<file path="config.mk">
export PLATFORM = sky130hd
export DESIGN_NAME = sum_monitor
export DESIGN_NICKNAME = d
export VERILOG_FILES = /design/src/rtl/sum_monitor.sv
export SDC_FILE = /design/constraint.sdc
export NUM_CORES = 1
export LEC_CHECK = 0
export CAP_MARGIN = 40
export CELL_PAD_IN_SITES_DETAIL_PLACEMENT = 0
export CELL_PAD_IN_SITES_GLOBAL_PLACEMENT = 1
export CORE_UTILIZATION = 49
export CTS_CLUSTER_SIZE = 20
export DETAILED_ROUTE_END_ITERATION = 12
export PLACE_DENSITY = 0.78
export REMOVE_ABC_BUFFERS = 1
export SLEW_MARGIN = 0
export SYNTH_ARGS = -nofsm -noshare
export SYNTH_HDL_FRONTEND = slang
export SYNTH_SLANG_ARGS = --single-unit
export TNS_END_PERCENT = 10
</file>
<file path="constraint.sdc">
create_clock -name clk -period 3.2 [get_ports clk]
set_input_delay 0.32 -clock clk [delete_from_list [all_inputs] [get_ports clk]]
set_output_delay 0.32 -clock clk [all_outputs]
set_load 0.02 [all_outputs]
</file>
<file path="src/rtl/sum_monitor.sv">
// sum_monitor: change-detecting sum sampler with show-ahead record FIFO and sticky overflow/alarm flags
// Ports: clk, rst_n (async active-low); en samples in_val; clr clears sticky flags;
//        out_valid/out_data/out_delta/out_ready form the record stream; full, overflow, alarm are status.
module sum_monitor #(
  parameter int SIZE = 8,
  parameter int DEPTH = 4,
  parameter logic [2*SIZE-1:0] THRESH = 16'h0100
) (
  input  logic              clk,
  input  logic              rst_n,
  input  logic              en,
  input  logic [2*SIZE-1:0] in_val,
  input  logic              clr,
  input  logic              out_ready,
  output logic              out_valid,
  output logic [2*SIZE-1:0] out_data,
  output logic [2*SIZE-1:0] out_delta,
  output logic              full,
  output logic              overflow,
  output logic              alarm
);
  localparam int W = 2 * SIZE;
  localparam int AW = $clog2(DEPTH);
  localparam logic [AW:0] FULL_CNT = (AW + 1)'(DEPTH);
  logic [W-1:0] prev;
  logic prev_valid;
  logic [W-1:0] data_mem [DEPTH];
  logic [W-1:0] delta_mem [DEPTH];
  logic [AW-1:0] rd_ptr, wr_ptr;
  logic [AW:0] count;
  logic change, pop, push, drop;
  assign out_valid = |count;
  assign full = count == FULL_CNT;
  // memory is not reset, so the head is masked while empty to keep outputs zero in reset
  assign out_data = out_valid ? data_mem[rd_ptr] : '0;
  assign out_delta = out_valid ? delta_mem[rd_ptr] : '0;
  always_comb begin
    change = en && prev_valid && in_val != prev;
    pop = out_valid && out_ready;
    push = change && (!full || pop);
    drop = change && full && !pop;
  end
  always_ff @(posedge clk or negedge rst_n) begin
    if (!rst_n) begin
      prev <= '0;
      prev_valid <= 1'b0;
      rd_ptr <= '0;
      wr_ptr <= '0;
      count <= '0;
      overflow <= 1'b0;
      alarm <= 1'b0;
    end else begin
      if (en) prev <= in_val;
      if (en) prev_valid <= 1'b1;
      if (push) wr_ptr <= wr_ptr + 1'b1;
      if (pop) rd_ptr <= rd_ptr + 1'b1;
      count <= count + {{AW{1'b0}}, push} - {{AW{1'b0}}, pop};
      overflow <= drop || (overflow && !clr);
      alarm <= (en && in_val > THRESH) || (alarm && !clr);
    end
  end
  // at full with a pop, wr_ptr == rd_ptr: the old head is consumed this edge and the slot is reused
  always_ff @(posedge clk) begin
    if (push) begin
      data_mem[wr_ptr] <= in_val;
      delta_mem[wr_ptr] <= in_val - prev;
    end
  end
endmodule

</file>
After elaboration in Yosys (flattened, before gate mapping)
Memory sizes are Yosys's and may differ from the RTL's. Index checks and enable logic that the tools add are counted.

Input bits: 21. Bits in writable memories: 128. Memories: 2. Output and inout bits: 36. Bits in registers: 26. Logic and storage cells: 37.

$add $sub $neg: 5. Magnitude comparators: 1. Reduce and logical (&&, ||, !) cells: 16. Eq/ne operators: 2. Muxes and demuxes: 4.

Memory list: data_mem (words 4, width 16, rd ports 1, clocked after Yosys merged registers in 0, write ports 1, RTL line 27) `logic [W-1:0] data_mem [DEPTH];`; delta_mem (words 4, width 16, rd ports 1, clocked after Yosys merged registers in 0, write ports 1, RTL line 28) `logic [W-1:0] delta_mem [DEPTH];`.

Operator list (count): $mux W16 (2); $gt A16 B9 Y1 const B (1); $ne A16 B16 Y1 (1); $sub A16 B16 Y16 (1); $logic_and A1 B1 Y1 (9); $add A2 B1 Y2 const B (2); $add A3 B1 Y3 (1); $eq A3 B3 Y1 const B (1); $logic_not A1 Y1 (3); $logic_or A1 B1 Y1 (3); $reduce_or A3 Y1 (1); $sub A3 B1 Y3 (1); $mux W1 (2).

Logic depth before layout (Yosys ltp)
Depth after elaboration: 6. Mapped depth: 13. Mapped depth without buffers: 12.

Worst setup path after synthesis
Ideal clock, no wire load.

Kind: reg2reg. Start point: reg prev[13]. End point: mem data_mem[0][0] in the netlist's numbering (enable). Cell stages (with the launch flop): 8. Path buffers: 1. Data required time: 2.808 ns. Data arrival time: 2.190 ns. Setup time: 0.392 ns. Period minus slack after synthesis: 2.582 ns. Setup slack: 0.618 ns. Cell sequence: dfrtp_1 -> inv_1 -> ha_1 -> buf_2 -> and3_1 -> a31o_4 -> nor2_4 -> and2_1.

Longest elaborated chain between the ends: 5.

RTL lines: start: declaration (RTL line 25) `logic [W-1:0] prev;`; start signal: assignment (RTL line 53) `if (en) prev <= in_val;`; $ne A16 B16 Y1 (RTL line 38) `change = en && prev_valid && in_val != prev;`; $logic_and A1 B1 Y1 (RTL line 38); $logic_and A1 B1 Y1 (RTL line 40) `push = change && (!full || pop);`; $mux W1 (RTL line 64) `if (push) begin`; $mux W1 (implied by the code) (RTL line 65) `data_mem[wr_ptr] <= in_val;`; end: declaration (RTL line 27).

No other way between the ends.

Worst setup path in the final report
Start point: reg rd_ptr[0]. End point: out out_data[8].

Longest elaborated chain between the ends: 2.

RTL lines: start: declaration (RTL line 29) `logic [AW-1:0] rd_ptr, wr_ptr;`; start signal: assignment (RTL line 56) `if (pop) rd_ptr <= rd_ptr + 1'b1;`; $mem_v2 Z4 W16; $mux W16 (RTL line 35) `assign out_data = out_valid ? data_mem[rd_ptr] : '0;`; end: declaration (RTL line 16) `output logic [2*SIZE-1:0] out_data,`.

No other way between the ends.

==> results.py <==
metrics = {
    "placement": {
        "routabilityCongestion": 0.837,
        "dp_slack_ns": 0.182,
        "dpl.cell_count": 702,
        "post_dp_cell_area_sq_um": 7960,
        "place_hpwl_um": 8970,
        "portBuffers": 56,
    },
    "sta": {
        "worst_slew_pin_slew_ns": 0.622,
        "fin_crit_ns": 2.86,
        "rsz0062_at_grt": "no",
        "setup_slack_ns": 0.337,
        "finClkSkew_ns": 0.00946,
        "min_period_over_period_pct": 89.5,
        "fmax_ghz": 0.349,
        "finalHoldViolations": 0,
        "setup_viol": 0,
        "fin_tns_setup_ns": 0,
        "maxSlewViolCount": 0,
        "worst_hold_slack_ns": 0.245,
        "maxSlewHeadroom_pct": 58.5,
    },
    "drt": {
        "drt_iter0_drc": 223,
        "routed_wl_um": 13800,
        "wire_per_inst_um": 18.8,
        "antenna_left": 0,
        "drtPass1Iterations": 4,
        "drc": 0,
        "vias_per_cell": 5.37,
        "routed-via-count": 3945,
    },
    "grt": {
        "grt-busiest-layer": "met2",
        "grt_pass1_vias": 4097,
        "met1_usage_pct": 28.6,
        "grt_overflow_total": 0,
        "grt_pass1_wl_um": 22100,
        "use_met3_pct": 5.31,
        "grt_start_max_net_pins": 34,
        "antenna_found_initial": 0,
        "use_met2_pct": 33.0,
        "grt_use_total_pct": 20.8,
    },
    "worst_setup_path": {
        "r2r_start": "prev[11]",
        "reg2reg_slack_ns": 0.62,
        "worstSetupStartpointType": "flop",
        "worstPathCellList": "buf_12 -> mux4_2 -> and2_1 -> clkdlybuf4s50_1",
        "endpoint": "out_data[8]",
        "max_stage_delay_ns": 0.65,
        "crit_path_end_kind": "output pin",
        "cp.arrival_ns": 2.54,
        "reg2reg_depth": 12,
        "path_class": "reg -> out",
        "r2r_end": "count[2]",
        "worstPathMaxFanout": 14,
        "cp.required_ns": 2.88,
        "setup.worst_path.start": "rd_ptr[0]",
        "critPathSlowestCell": "dfrtp_2",
    },
    "job": {
        "maxCapViolCount": 0,
    },
    "synthesis": {
        "syn_area_sq_um": 6970,
        "synth_seq_area_share_pct": 64.5,
        "synth_edf_count": 128,
        "yosys_warnings": 0,
        "ys_async_sr_fraction_pct": 16.9,
        "syn_area_per_cell_sq_um": 15.4,
        "synthCells": 454,
        "synth.distinct_cells": 54,
        "ys.flop_type": "edfxtp_1",
        "synth_seq_cells": 154,
    },
    "cts": {
        "cts_tree": "built",
        "ctsHoldBuffers": 0,
        "root_buffer": "clkbuf_16",
        "htree_levels": 4,
        "numCtsBuffers": 17,
        "clk_path_buf_depth": 2,
        "cts_resized": 0,
        "worstSkewPairLatency_ns": 0.42,
        "cts_setup_buffers": 0,
        "path_clk_slew_ns": 0.06,
        "cts.sinks": 154,
    },
    "die": {
        "die_area_sq_um": 14700,
        "die_width_um": 121,
        "rows": 43,
        "die_height_um": 121,
        "io_pins": 57,
        "core-area_sq_um": 13900,
        "start_util_pct": 50.2,
    },
    "pwr": {
        "p_leak_nw": 3.14,
        "finalPower_mw": 7.99,
        "power_density_nw_per_um2": 929,
        "vdd_drop_max_mv": 0.493,
    },
    "final_layout": {
        "area_growth_syn_to_layout_pct": 23.4,
        "fin_nets": 584,
        "fin_util_pct": 62.0,
        "stdcell_area_sq_um": 8600,
        "diodes": 0,
        "drive_gt1_share_pct": 20.2,
        "finalNonFillerCells": 734,
    },
    "run_status": {
        "outcome": "finished, final reports clean",
    },
    "worst_hold_path": {
        "min_path_type": "in -> async",
    },
}
[synthesized netlist by cell type, types with 2 or more instances]
master | instances | area [sq um]
nand2_1 | 32 | 120
buf_2 | 7 | 35.0
nand3_1 | 4 | 20.0
clkbuf_1 | 9 | 33.8
inv_1 | 26 | 97.6
mux4_2 | 32 | 721
nor2b_1 | 3 | 18.8
a21oi_1 | 12 | 60.1
a21boi_0 | 2 | 15.0
a21oi_2 | 2 | 17.5
nor4_1 | 3 | 18.8
and2_1 | 36 | 225
o21ai_0 | 19 | 95.1
fa_1 | 2 | 40.0
a211oi_1 | 2 | 15.0
dfrtp_1 | 26 | 651
o211ai_1 | 2 | 15.0
or3_1 | 2 | 12.5
mux2i_1 | 2 | 20.0
o21ai_1 | 6 | 30.0
o211ai_2 | 2 | 25.0
xnor2_1 | 14 | 123
ha_1 | 20 | 250
buf_6 | 5 | 56.3
a21o_1 | 2 | 15.0
nand4_1 | 4 | 25.0
edfxtp_1 | 128 | 3840
mux2_2 | 2 | 22.5
nor2_1 | 14 | 52.6
and3_1 | 3 | 18.8
buf_4 | 2 | 15.0
nor3_1 | 4 | 20.0
nand2b_1 | 2 | 12.5
xor2_1 | 3 | 26.3
[cells by family after synthesis]
kind of cell,count (synthesis),synth area share (%)
flip-flops,154,64.5
AND/OR/NAND/NOR,112,8.44
AO/OA/AOI/OAI,62,6.14
buffers and inverters,50,3.46
multiplexers,37,11.2
adder cells (fa/ha/maj),22,4.17
XOR/XNOR,17,2.14
[placed cells by master (no fill, tap or decap), types with 17 or more instances in the layout]
master,instances
buf_4,29
edfxtp_1,128
mux4_2,32
clkdlybuf4s50_1,56
dfrtp_1,25
clkbuf_16,17
inv_1,26
o21ai_0,19
ha_1,20
nand2_1,32
and2_1,36
[worst min path at each step]
stage	to	slack [ns]
2_1_floorplan	alarm	0.02
3_3_place_gp	prev_valid	0.46
3_5_place_dp	prev_valid	0.45
4_1_cts	prev[15]	0.23
5_1_grt	prev[15]	0.24
6_report	prev[15]	0.25
[flip-flops by register name (all words and copies together) (netlist names)]
signal / count
count: 3
alarm: 1
overflow: 1
rd_ptr: 2
prev: 16
prev_valid: 1
data_mem: 64
delta_mem: 64
wr_ptr: 2
[power by group]
group          internal (mW)  switching, mW  leakage (nW)
combinational           1.51           1.49          1.35
clock                   1.38          0.780         0.304
sequential              2.68          0.149          1.48
[layer usage]
metal,up-vias,routed length [um]
li1,1878,-
met1,1955,6200
met2,97,6640
met3,15,769
met4,0,180
met5,-,0
[cell type report]
cell class | count | area (sq um)
clock buffers | 20 | 437
clock inverters | 12 | 201
fillers | 1052 | 5280
inverters | 27 | 101
multi-input cells | 250 | 2230
flip-flops and latches | 154 | 4500
well taps | 180 | 225
repair buffers | 91 | 906
[critical path, delay by kind of cell, from the launching register on]
family        cells  cell delay (ns)
flops             1             0.65
mux               1             0.53
simple gates      1             0.18
buf+inv           2             0.77
(Power assumes the default switching activity.)
